**src/rtl/hba_pkg.sv**
```systemverilog
// Shared definitions for the HBA bus master: FSM state encoding and default bus widths.
package hba_pkg;

  localparam int HBA_DBUS_WIDTH = 8;
  localparam int HBA_ADDR_WIDTH = 12;

  typedef enum logic [1:0] {
    IDLE = 2'd0,
    REQ  = 2'd1,
    XFER = 2'd2,
    DONE = 2'd3
  } hba_state_e;

endpackage

```
**src/rtl/hba_master.sv**
```systemverilog
// HBA bus master: accepts one command at a time, arbitrates for the bus, runs one transfer.
// Optional XFER timeout is enabled by defining HBA_MASTER_TIMEOUT_EN.
module hba_master
  import hba_pkg::*;
#(
  parameter int DBUS_WIDTH     = HBA_DBUS_WIDTH,
  parameter int ADDR_WIDTH     = HBA_ADDR_WIDTH,
  parameter int TIMEOUT_CYCLES = 255
) (
  input  logic                  hba_clk,
  input  logic                  hba_reset,
  input  logic                  cmd_valid,
  output logic                  cmd_ready,
  input  logic                  cmd_rnw,
  input  logic [ADDR_WIDTH-1:0] cmd_addr,
  input  logic [DBUS_WIDTH-1:0] cmd_wdata,
  output logic                  rsp_valid,
  output logic [DBUS_WIDTH-1:0] rsp_rdata,
  output logic                  rsp_err,
  output logic                  hba_mrequest,
  input  logic                  hba_mgrant,
  output logic                  hba_select,
  output logic                  hba_rnw,
  output logic [ADDR_WIDTH-1:0] hba_abus,
  output logic [DBUS_WIDTH-1:0] hba_dbus_mstr,
  input  logic [DBUS_WIDTH-1:0] hba_dbus,
  input  logic                  hba_xferack
);

  hba_state_e state_q, state_d;

  logic                  cmd_rnw_q, cmd_rnw_d;
  logic [ADDR_WIDTH-1:0] cmd_addr_q, cmd_addr_d;
  logic [DBUS_WIDTH-1:0] cmd_wdata_q, cmd_wdata_d;

  logic                  cmd_ready_d;
  logic                  rsp_valid_d;
  logic [DBUS_WIDTH-1:0] rsp_rdata_d;
  logic                  rsp_err_d;
  logic                  mrequest_d;
  logic                  select_d;
  logic                  rnw_d;
  logic [ADDR_WIDTH-1:0] abus_d;
  logic [DBUS_WIDTH-1:0] dbus_mstr_d;
  logic                  timeout;

`ifdef HBA_MASTER_TIMEOUT_EN
  localparam int CNT_W = $clog2(TIMEOUT_CYCLES + 1);

  logic [CNT_W-1:0] xfer_cnt;

  // Counts completed XFER cycles; reads as zero on the first XFER cycle.
  always_ff @(posedge hba_clk) begin
    if (hba_reset) begin
      xfer_cnt <= '0;
    end else if (state_q == XFER) begin
      xfer_cnt <= xfer_cnt + 1'b1;
    end else begin
      xfer_cnt <= '0;
    end
  end

  assign timeout = (state_q == XFER) && (xfer_cnt == CNT_W'(TIMEOUT_CYCLES - 1));
`else
  logic unused_timeout_cfg;

  assign unused_timeout_cfg = (TIMEOUT_CYCLES != 0);
  assign timeout            = 1'b0;
`endif

  always_comb begin
    state_d     = state_q;
    cmd_rnw_d   = cmd_rnw_q;
    cmd_addr_d  = cmd_addr_q;
    cmd_wdata_d = cmd_wdata_q;
    rsp_rdata_d = rsp_rdata;
    rsp_err_d   = rsp_err;

    case (state_q)
      IDLE: begin
        if (cmd_valid) begin
          cmd_rnw_d   = cmd_rnw;
          cmd_addr_d  = cmd_addr;
          cmd_wdata_d = cmd_wdata;
          state_d     = REQ;
        end
      end
      REQ: begin
        if (hba_mgrant) begin
          state_d = XFER;
        end
      end
      XFER: begin
        // An ack wins over a timeout landing on the same cycle.
        if (hba_xferack) begin
          rsp_rdata_d = cmd_rnw_q ? hba_dbus : '0;
          rsp_err_d   = 1'b0;
          state_d     = DONE;
        end else if (timeout) begin
          rsp_rdata_d = '0;
          rsp_err_d   = 1'b1;
          state_d     = DONE;
        end
      end
      DONE: begin
        state_d = IDLE;
      end
      default: begin
        state_d = IDLE;
      end
    endcase

    // Outputs are registered from the next state so they line up with it.
    cmd_ready_d = (state_d == IDLE);
    mrequest_d  = (state_d == REQ) || (state_d == XFER);
    select_d    = (state_d == XFER);
    rnw_d       = select_d && cmd_rnw_d;
    abus_d      = select_d ? cmd_addr_d : '0;
    dbus_mstr_d = (select_d && !cmd_rnw_d) ? cmd_wdata_d : '0;
    rsp_valid_d = (state_d == DONE);
  end

  always_ff @(posedge hba_clk) begin
    if (hba_reset) begin
      state_q       <= IDLE;
      cmd_rnw_q     <= 1'b0;
      cmd_addr_q    <= '0;
      cmd_wdata_q   <= '0;
      cmd_ready     <= 1'b1;
      rsp_valid     <= 1'b0;
      rsp_rdata     <= '0;
      rsp_err       <= 1'b0;
      hba_mrequest  <= 1'b0;
      hba_select    <= 1'b0;
      hba_rnw       <= 1'b0;
      hba_abus      <= '0;
      hba_dbus_mstr <= '0;
    end else begin
      state_q       <= state_d;
      cmd_rnw_q     <= cmd_rnw_d;
      cmd_addr_q    <= cmd_addr_d;
      cmd_wdata_q   <= cmd_wdata_d;
      cmd_ready     <= cmd_ready_d;
      rsp_valid     <= rsp_valid_d;
      rsp_rdata     <= rsp_rdata_d;
      rsp_err       <= rsp_err_d;
      hba_mrequest  <= mrequest_d;
      hba_select    <= select_d;
      hba_rnw       <= rnw_d;
      hba_abus      <= abus_d;
      hba_dbus_mstr <= dbus_mstr_d;
    end
  end

endmodule

```
**config.mk**
```make
export PLATFORM = sky130hd
export DESIGN_NAME = hba_master
export DESIGN_NICKNAME = d
export VERILOG_FILES = /design/src/rtl/hba_pkg.sv /design/src/rtl/hba_master.sv
export SDC_FILE = /design/constraint.sdc
export NUM_CORES = 1
export LEC_CHECK = 0
export ABC_AREA = 1
export CAP_MARGIN = 20
export CORE_MARGIN = 1
export CORE_UTILIZATION = 41
export CTS_BUF_LIST = sky130_fd_sc_hd__clkbuf_4 sky130_fd_sc_hd__clkbuf_8 sky130_fd_sc_hd__clkbuf_16
export DETAILED_ROUTE_END_ITERATION = 8
export GPL_TIMING_DRIVEN = 0
export PLACE_DENSITY = 0.73
export SYNTH_ARGS = -nofsm -noshare
export SYNTH_HDL_FRONTEND = slang
export SYNTH_SLANG_ARGS = --single-unit
```
**constraint.sdc**
```tcl
create_clock -name hba_clk -period 1.9 [get_ports hba_clk]
set_input_delay 0.38 -clock hba_clk [delete_from_list [all_inputs] [get_ports hba_clk]]
set_output_delay 0.38 -clock hba_clk [all_outputs]
set_load 0.05 [all_outputs]
```
**Word level (Yosys, flattened, before mapping)**

Index checks and enable logic that the tools add are counted.

- Flip-flop bits (word level): 56
- Bits of input ports: 34
- Output and inout bits: 34
- Logic and storage cells: 40

- Equal/unequal tests: 6
- Muxes and demuxes: 11
- Bitwise operators: 2
- Reductions and logical operators: 9

Operators by type and width:

| operator | count |
|---|---|
| $mux 12 | 2 |
| $mux 8 | 3 |
| $eq 2x2->1 const B | 4 |
| $pmux 2 s4 | 1 |
| $mux 2 | 3 |
| $eq 2x1->1 const B | 2 |
| $logic_not 2->1 | 2 |
| $reduce_or 2->1 | 2 |
| $logic_and 1x1->1 | 2 |
| $mux 1 | 2 |
| $not 1->1 | 2 |
| $reduce_and 2->1 | 1 |
| $logic_not 1->1 | 1 |
| $logic_or 1x1->1 | 1 |

**Logic depth before layout (Yosys ltp)**

Gate-level depths: netlist of the first run.

- Depth in word-level cells: 6
- Mapped depth: 11

**Least setup slack after synthesis of the first run**

No wires, ideal clock.

- Kind: register to register
- From: reg state_q[1]
- To: reg hba_abus[10]
- Library setup time: 0.128 ns
- Arrival time: 1.622 ns
- Data required time: 1.772 ns
- Slack: 0.151 ns
- Stages on the path, launching flop included: 12
- Buffers on the path: 2
- Clock period less this slack: 1.749 ns
- Cells stage by stage: dfxtp_1 > nor2_4 > nand2_2 > buf_2 > nand3_1 > inv_1 > ha_1 > inv_1 > nor2_1 > inv_1 > clkbuf_1 > nor2_1

- Cells in the longest elaborated chain, start to end: 5
- Elaborated cells between the ends (all ways): 12
- Those cells by class: eq/ne: 4; mux: 5; bitwise: 1; reduce/logical: 2

RTL lines:

| item | line | text |
|---|---|---|
| from (decl) | hba_master.sv:30 | `hba_state_e state_q, state_d;` |
| from (signal assigned) | hba_master.sv:139 | `state_q <= state_d;` |
| $eq 2x2->1 (tied with other cells) | hba_master.sv:79 | `case (state_q)` |
| $pmux 2 s4 (*) | hba_master.sv:79 |  |
| via state_d[0] | hba_master.sv:30 |  |
| $eq 2x2->1 (*) | hba_master.sv:116 | `select_d = (state_d == XFER);` |
| via select_d | hba_master.sv:41 | `logic select_d;` |
| $not 1->1 (no line) (*) | - |  |
| $reduce_or 2->1 (no line) (*) | - |  |
| to (signal assigned) | hba_master.sv:150 | `hba_abus <= abus_d;` |
| to (decl) | hba_master.sv:24 | `output logic [ADDR_WIDTH-1:0] hba_abus,` |

The timed path passes the listed nets; every way through them passes the cells marked *.
A chain may end at the register's enable or synchronous reset.

**Worst setup path after layout of the first run**

- From: reg rsp_rdata[5]
- To: out rsp_rdata[5]

RTL lines:

| item | line | text |
|---|---|---|
| from (decl) | hba_master.sv:18 | `output logic [DBUS_WIDTH-1:0] rsp_rdata,` |
| from (signal assigned) | hba_master.sv:145 | `rsp_rdata <= rsp_rdata_d;` |

No word-level cell between the ends.

==> impl_metrics.tcl, run 1 <==
set metrics [dict create \
    status "completed" \
    syn_area_um2 2020 \
    p_sw_uw 657 \
    grt_start_max_net_pins 16 \
    drv_cap 0 \
    io_buffers 65 \
    cp_data_arrival_time_ns 1.45 \
    hp-class "in2reg" \
    setup_ws_ns 0.0676 \
    cts_htree_levels 2 \
    crit_path_cell_trace "clkdlybuf4s50_1" \
    cp-end-kind "output port" \
    start_util 0.427 \
    cp_top_family "buffers and inverters" \
    num_rows 25 \
    path_max_fanout 2 \
    synth_ff_type "dfxtp_1" \
    clock-sinks 56 \
    setup_tns_ns 0 \
    synth_edf_count 0 \
    vias 1738 \
    cts-root-buf "clkbuf_8" \
    place_ws_ns -0.718 \
    pin_count 68 \
    area_delta_synth_final_pct 43.4 \
    avgSynthCellArea_um2 7.82 \
    finalSetupViolations 0 \
    clkTransAtPathRegs_ns 0.09 \
    start_kind "flip-flop" \
    clock_latency_ns 0.30 \
    dr.pass1.iters 4 \
    die_h_um 72.2 \
    power.leakage_uw 0.00125 \
    antenna_left 0 \
    fp.dieW_um 72.2 \
    track_usage 0.175 \
    crit_type "reg2out" \
    crit_required_ns 1.52 \
    gp_congestion 0.751 \
    grt_util_met2 0.289 \
    yosysSeqAreaShare 0.555 \
    grt_overflow 0 \
    finalHoldViolCount 0 \
    internal-power_uw 1760 \
    wire_per_inst_um 10.9 \
    p_comb_frac 0.196 \
    switching_share 0.272 \
    vias_per_cell 4.37 \
    gr-max-usage-layer "met2" \
    relSlewSlack 0.646 \
    antenna_found_initial 0 \
    vdd_drop_max_uv 540 \
    core_um2 4720 \
    layout.nets 367 \
    drive_above_1_share 0.0816 \
    synthArstFlopShare 0 \
    syn_nets 295 \
    hpwl_um 2970 \
    power.clock.fraction 0.279 \
    fill_cells 447 \
    grt_util_met3 0.0528 \
    die_area_um2 5210 \
    finalClockSkew_ns 0.00243 \
    min_period_ns 1.83 \
    cts_made_buffers 5 \
    synthTopCellsByArea "dfxtp_1 (56%), nand2_1 (11%), nor2_1 (11%), inv_1 (6.0%), o21ai_0 (3.7%)" \
    grt_pass1_wl_um 6970 \
    ys_ff_latch 56 \
    synth_top_cell_by_area "dfxtp_1" \
    synth_top_area_share 0.555 \
    finalPower_uw 2420 \
    cts_tree "built" \
    max_freq_mhz 546 \
    reg2reg_slack_ns 0.18 \
    drt_first_iter_violations 83 \
    fin_crit_sh 0.964 \
    max_stage_delay_ns 0.81 \
    wl_um 4330 \
    synth_cell_types 20 \
    powerDensity_nw_per_um2 835 \
    grt_use_met1 0.211 \
    yosys-top-cells-count "nand2_1 (57), nor2_1 (57), dfxtp_1 (56)" \
    utilization 0.613 \
    clock_path_buffers 2 \
    p_seq_frac 0.526 \
    crit_slowest_cell "clkdlybuf4s50_1" \
    syn_inst 258 \
    crit_buf_inv 1 \
    drc 0 \
    antenna_cells 0 \
    worst_slew_pin_slew_ns 0.530 \
    yosys_warnings 0 \
    slew_violations 0 \
    grt_pass1_vias 1578 \
]
==> sequential cells by signal, summed over array words and instances (netlist names) <==
name / cells
rsp_valid: 1
hba_rnw: 1
rsp_rdata: 8
cmd_rnw_q: 1
hba_select: 1
hba_abus: 12
hba_mrequest: 1
cmd_ready: 1
hba_dbus_mstr: 8
state_q: 2
cmd_wdata_q: 8
cmd_addr_q: 12
==> cells by family (layout without fill, tap and decap cells) <==
kind of cell / Yosys count / count (layout) / synth area share
AO/OA/AOI/OAI: 20 / 20 / 0.0496
adder cells (fa/ha/maj): 3 / 3 / 0.0186
buffers and inverters: 45 / 118 / 0.0967
flip-flops: 56 / 56 / 0.555
other: 1 / 1 / 0.00186
AND/OR/NAND/NOR: 133 / 133 / 0.278
==> metrics by stage <==
stage	cells	cell area (um^2)	hold WS (ns)
after floorplan	258	2020	0.498
after global placement	390	2750	0.487
after detailed placement	390	2750	0.488
after CTS	398	2860	0.308
after global routing	398	2890	0.351
final	398	2890	0.338
==> power by group through the flow <==
| stage | combinational (uW) | sequential, uW | clock [uW] |
|---|---|---|---|
| final | 472 | 1270 | 674 |
| after global routing | 522 | 1280 | 738 |
| after CTS | 465 | 1270 | 692 |
| after detailed placement | 458 | 1300 | 0 |
| after global placement | 452 | 1290 | 0 |
| after floorplan | 211 | 1380 | 0 |
==> path summary, 6_finish.rpt <==
check               start       endpoint  depth (start not counted)
max          rsp_rdata[5]   rsp_rdata[5]                          1
min             hba_reset  cmd_addr_q[9]                          2
max reg2reg    state_q[1]   hba_abus[10]                          9
min reg2reg  rsp_rdata[6]   rsp_rdata[6]                          2
==> cell type report <==
type                    instances  area [um^2]  share of cell area
repair inverters                1         7.51             0.00259
plain buffers                  11         66.3              0.0229
inverters                      32          124              0.0428
well taps                      67         83.8              0.0290
clock buffers                   8         97.6              0.0337
multi-input cells             157          729               0.252
flip-flops and latches         56         1120               0.388
repair buffers                 66          663               0.229
==> cell usage in the layout, fill, tap and decap left out, types with 2 or more instances in the layout <==
cell             count
buf_4                3
clkbuf_4             2
clkdlybuf4s50_1     63
clkbuf_8             6
dlymetal6s2s_1       2
ha_1                 3
nor2_2               2
nor2_1              55
nand2_1             57
clkinvlp_4           2
nand3b_1             9
buf_2                2
o21ai_0             15
nand3_1              4
clkbuf_1             5
dfxtp_1             55
inv_1               30
nor2_4               2
a21oi_1              3
buf_6                2
o21ai_1              2
==> what timing repair did <==
action | in CTS | in global routing
setup endpoints to repair | 20 | 19
gates cloned | 0 | 1
pin swaps | 1 | 2
setup buffers | 1 | 0
resized for setup | 3 | 10
hold buffers | 0 | 0
==> routing by layer <==
metal  vias up  share of wire
li1        912              -
met1       780           0.45
met2        39           0.48
met3         7          0.047
met4         0          0.015
met5         -              0
No activity file was read; power rests on OpenSTA's default activity.
==> run 2, diff against run 1 <==
--- a/config.mk
+++ b/config.mk
@@ -12,6 +12,7 @@
 export CTS_BUF_LIST = sky130_fd_sc_hd__clkbuf_4 sky130_fd_sc_hd__clkbuf_8 sky130_fd_sc_hd__clkbuf_16
 export DETAILED_ROUTE_END_ITERATION = 8
 export GPL_TIMING_DRIVEN = 0
+export MAX_ROUTING_LAYER = met4
 export PLACE_DENSITY = 0.73
 export SYNTH_ARGS = -nofsm -noshare
 export SYNTH_HDL_FRONTEND = slang
==> run 2 against run 1 <==
Die area is the same. Clock power about the same. Global-route usage rose by 0.53 points. Via count rose by 0.46%. Count of clock-buffer cells in the layout is the same. Worst hold slack worse by 0.00054 ns. Non-clock buffer count unchanged.
==> impl_metrics.tcl, run 2 (synthesized netlist as in run 1, its figures left out) <==
set metrics [dict create \
    finalSetupViolations 0 \
    wire_per_inst_um 10.9 \
    antenna_cells 0 \
    die_area_um2 5210 \
    max_freq_mhz 546 \
    power.leakage_uw 0.00125 \
    setup_ws_ns 0.0673 \
    crit_required_ns 1.52 \
    drt_first_iter_violations 89 \
    clkTransAtPathRegs_ns 0.09 \
    drv_cap 0 \
    start_kind "flip-flop" \
    cts_htree_levels 2 \
    fin_crit_sh 0.965 \
    crit_buf_inv 1 \
    min_period_ns 1.83 \
    clock_path_buffers 2 \
    cp_top_family "buffers and inverters" \
    antenna_left 0 \
    worst_slew_pin_slew_ns 0.530 \
    track_usage 0.181 \
    grt_pass1_vias 1575 \
    dr.pass1.iters 4 \
    place_ws_ns -0.718 \
    status "completed" \
    area_delta_synth_final_pct 43.4 \
    clock_latency_ns 0.30 \
    finalHoldViolCount 0 \
    cp_data_arrival_time_ns 1.45 \
    grt_pass1_wl_um 6970 \
    cp-end-kind "output port" \
    pin_count 68 \
    hp-class "in2reg" \
    grt_start_max_net_pins 16 \
    max_stage_delay_ns 0.81 \
    drive_above_1_share 0.0816 \
    hpwl_um 2970 \
    vdd_drop_max_uv 540 \
    relSlewSlack 0.646 \
    cts_made_buffers 5 \
    slew_violations 0 \
    gp_congestion 0.761 \
    clock-sinks 56 \
    cts_tree "built" \
    powerDensity_nw_per_um2 835 \
    final_common_cell "clkdlybuf4s50_1" \
    die_h_um 72.2 \
    layout.nets 367 \
    antenna_found_initial 0 \
    fill_cells 447 \
    num_rows 25 \
    cts-root-buf "clkbuf_8" \
    fp.dieW_um 72.2 \
    vias_per_cell 4.39 \
    core_um2 4720 \
    crit_slowest_cell "clkdlybuf4s50_1" \
    finalClockSkew_ns 0.00299 \
    vias 1746 \
    largestRegisters "cmd_addr_q x12, hba_abus x12" \
    io_buffers 65 \
    grt_overflow 0 \
    crit_path_cell_trace "clkdlybuf4s50_1" \
    drc 0 \
    place_inst 390 \
    crit_type "reg2out" \
    final_cells 398 \
    start_util 0.427 \
    path_max_fanout 2 \
    layout_common_cells "clkdlybuf4s50_1 (63), nand2_1 (57), nor2_1 (55), dfxtp_1 (55), inv_1 (30)" \
    wl_um 4340 \
]
-- run 2: timing repair --
action	4_1_cts	5_1_grt
hold buffers	0	0
gates resized for setup	3	10
cloned	0	1
buffers inserted	1	0
pin swaps	1	2
endpoints found under the setup margin	20	19
-- run 2: worst register-to-register path: stages, from the launching register on --
cell and delay (ns):
dfxtp_1 0.47, nor2_4 0.11, nand2_4 0.10, nand3_2 0.10
inv_2 0.08, ha_1 0.14, inv_1 0.07, nor2_4 0.24
clkinvlp_4 0.24, nor2_1 0.14
-- run 2: layer usage --
metal  track usage  up-vias  part of all wire
li1              -      910                 -
met1         0.212      781              0.46
met2         0.289       48              0.48
met3        0.0500        7             0.053
met4        0.0806        0             0.015
met5             -        -                 0
-- run 2: final cells by class --
type                            instances  area, um^2  share of cell area
Sequential cell                        56        1120               0.388
Tap cell                               67        83.8              0.0290
Timing Repair inverter                  1        7.51             0.00259
Timing Repair Buffer                   66         663               0.229
Clock buffer                            8        97.6              0.0337
Multi-Input combinational cell        157         729               0.252
Inverter                               32         124              0.0428
Buffer                                 11        66.3              0.0229
-- run 2: final timing paths --
path / cells after the start / slack (ns) / to / start
worst max-delay path: 1 / 0.07 / rsp_rdata[5] / rsp_rdata[5]
worst min-delay path: 2 / 0.34 / cmd_addr_q[9] / hba_reset
worst max register to register: 9 / 0.17 / hba_abus[3] / state_q[1]
worst min register to register: 2 / 0.51 / rsp_rdata[6] / rsp_rdata[6]
-- run 2: power breakdown --
| group | switching (uW) | total, uW | internal [uW] |
|---|---|---|---|
| clock | 347 | 673 | 326 |
| sequential | 25.6 | 1270 | 1240 |
| combinational | 284 | 473 | 189 |
-- run 2: metrics by stage --
step | utilization | setup TNS (ns) | hold slack (ns) | power [uW] | area (um^2)
5_1_grt | 0.613 | -0.000153 | 0.351 | 2540 | 2890
6_report | 0.613 | 0 | 0.338 | 2420 | 2890
4_1_cts | 0.606 | 0 | 0.308 | 2430 | 2860
3_5_place_dp | 0.583 | -12.40 | 0.488 | 1750 | 2750
2_1_floorplan | - | 0 | 0.498 | 1590 | 2020
3_3_place_gp | 0.583 | -11.12 | 0.487 | 1750 | 2750
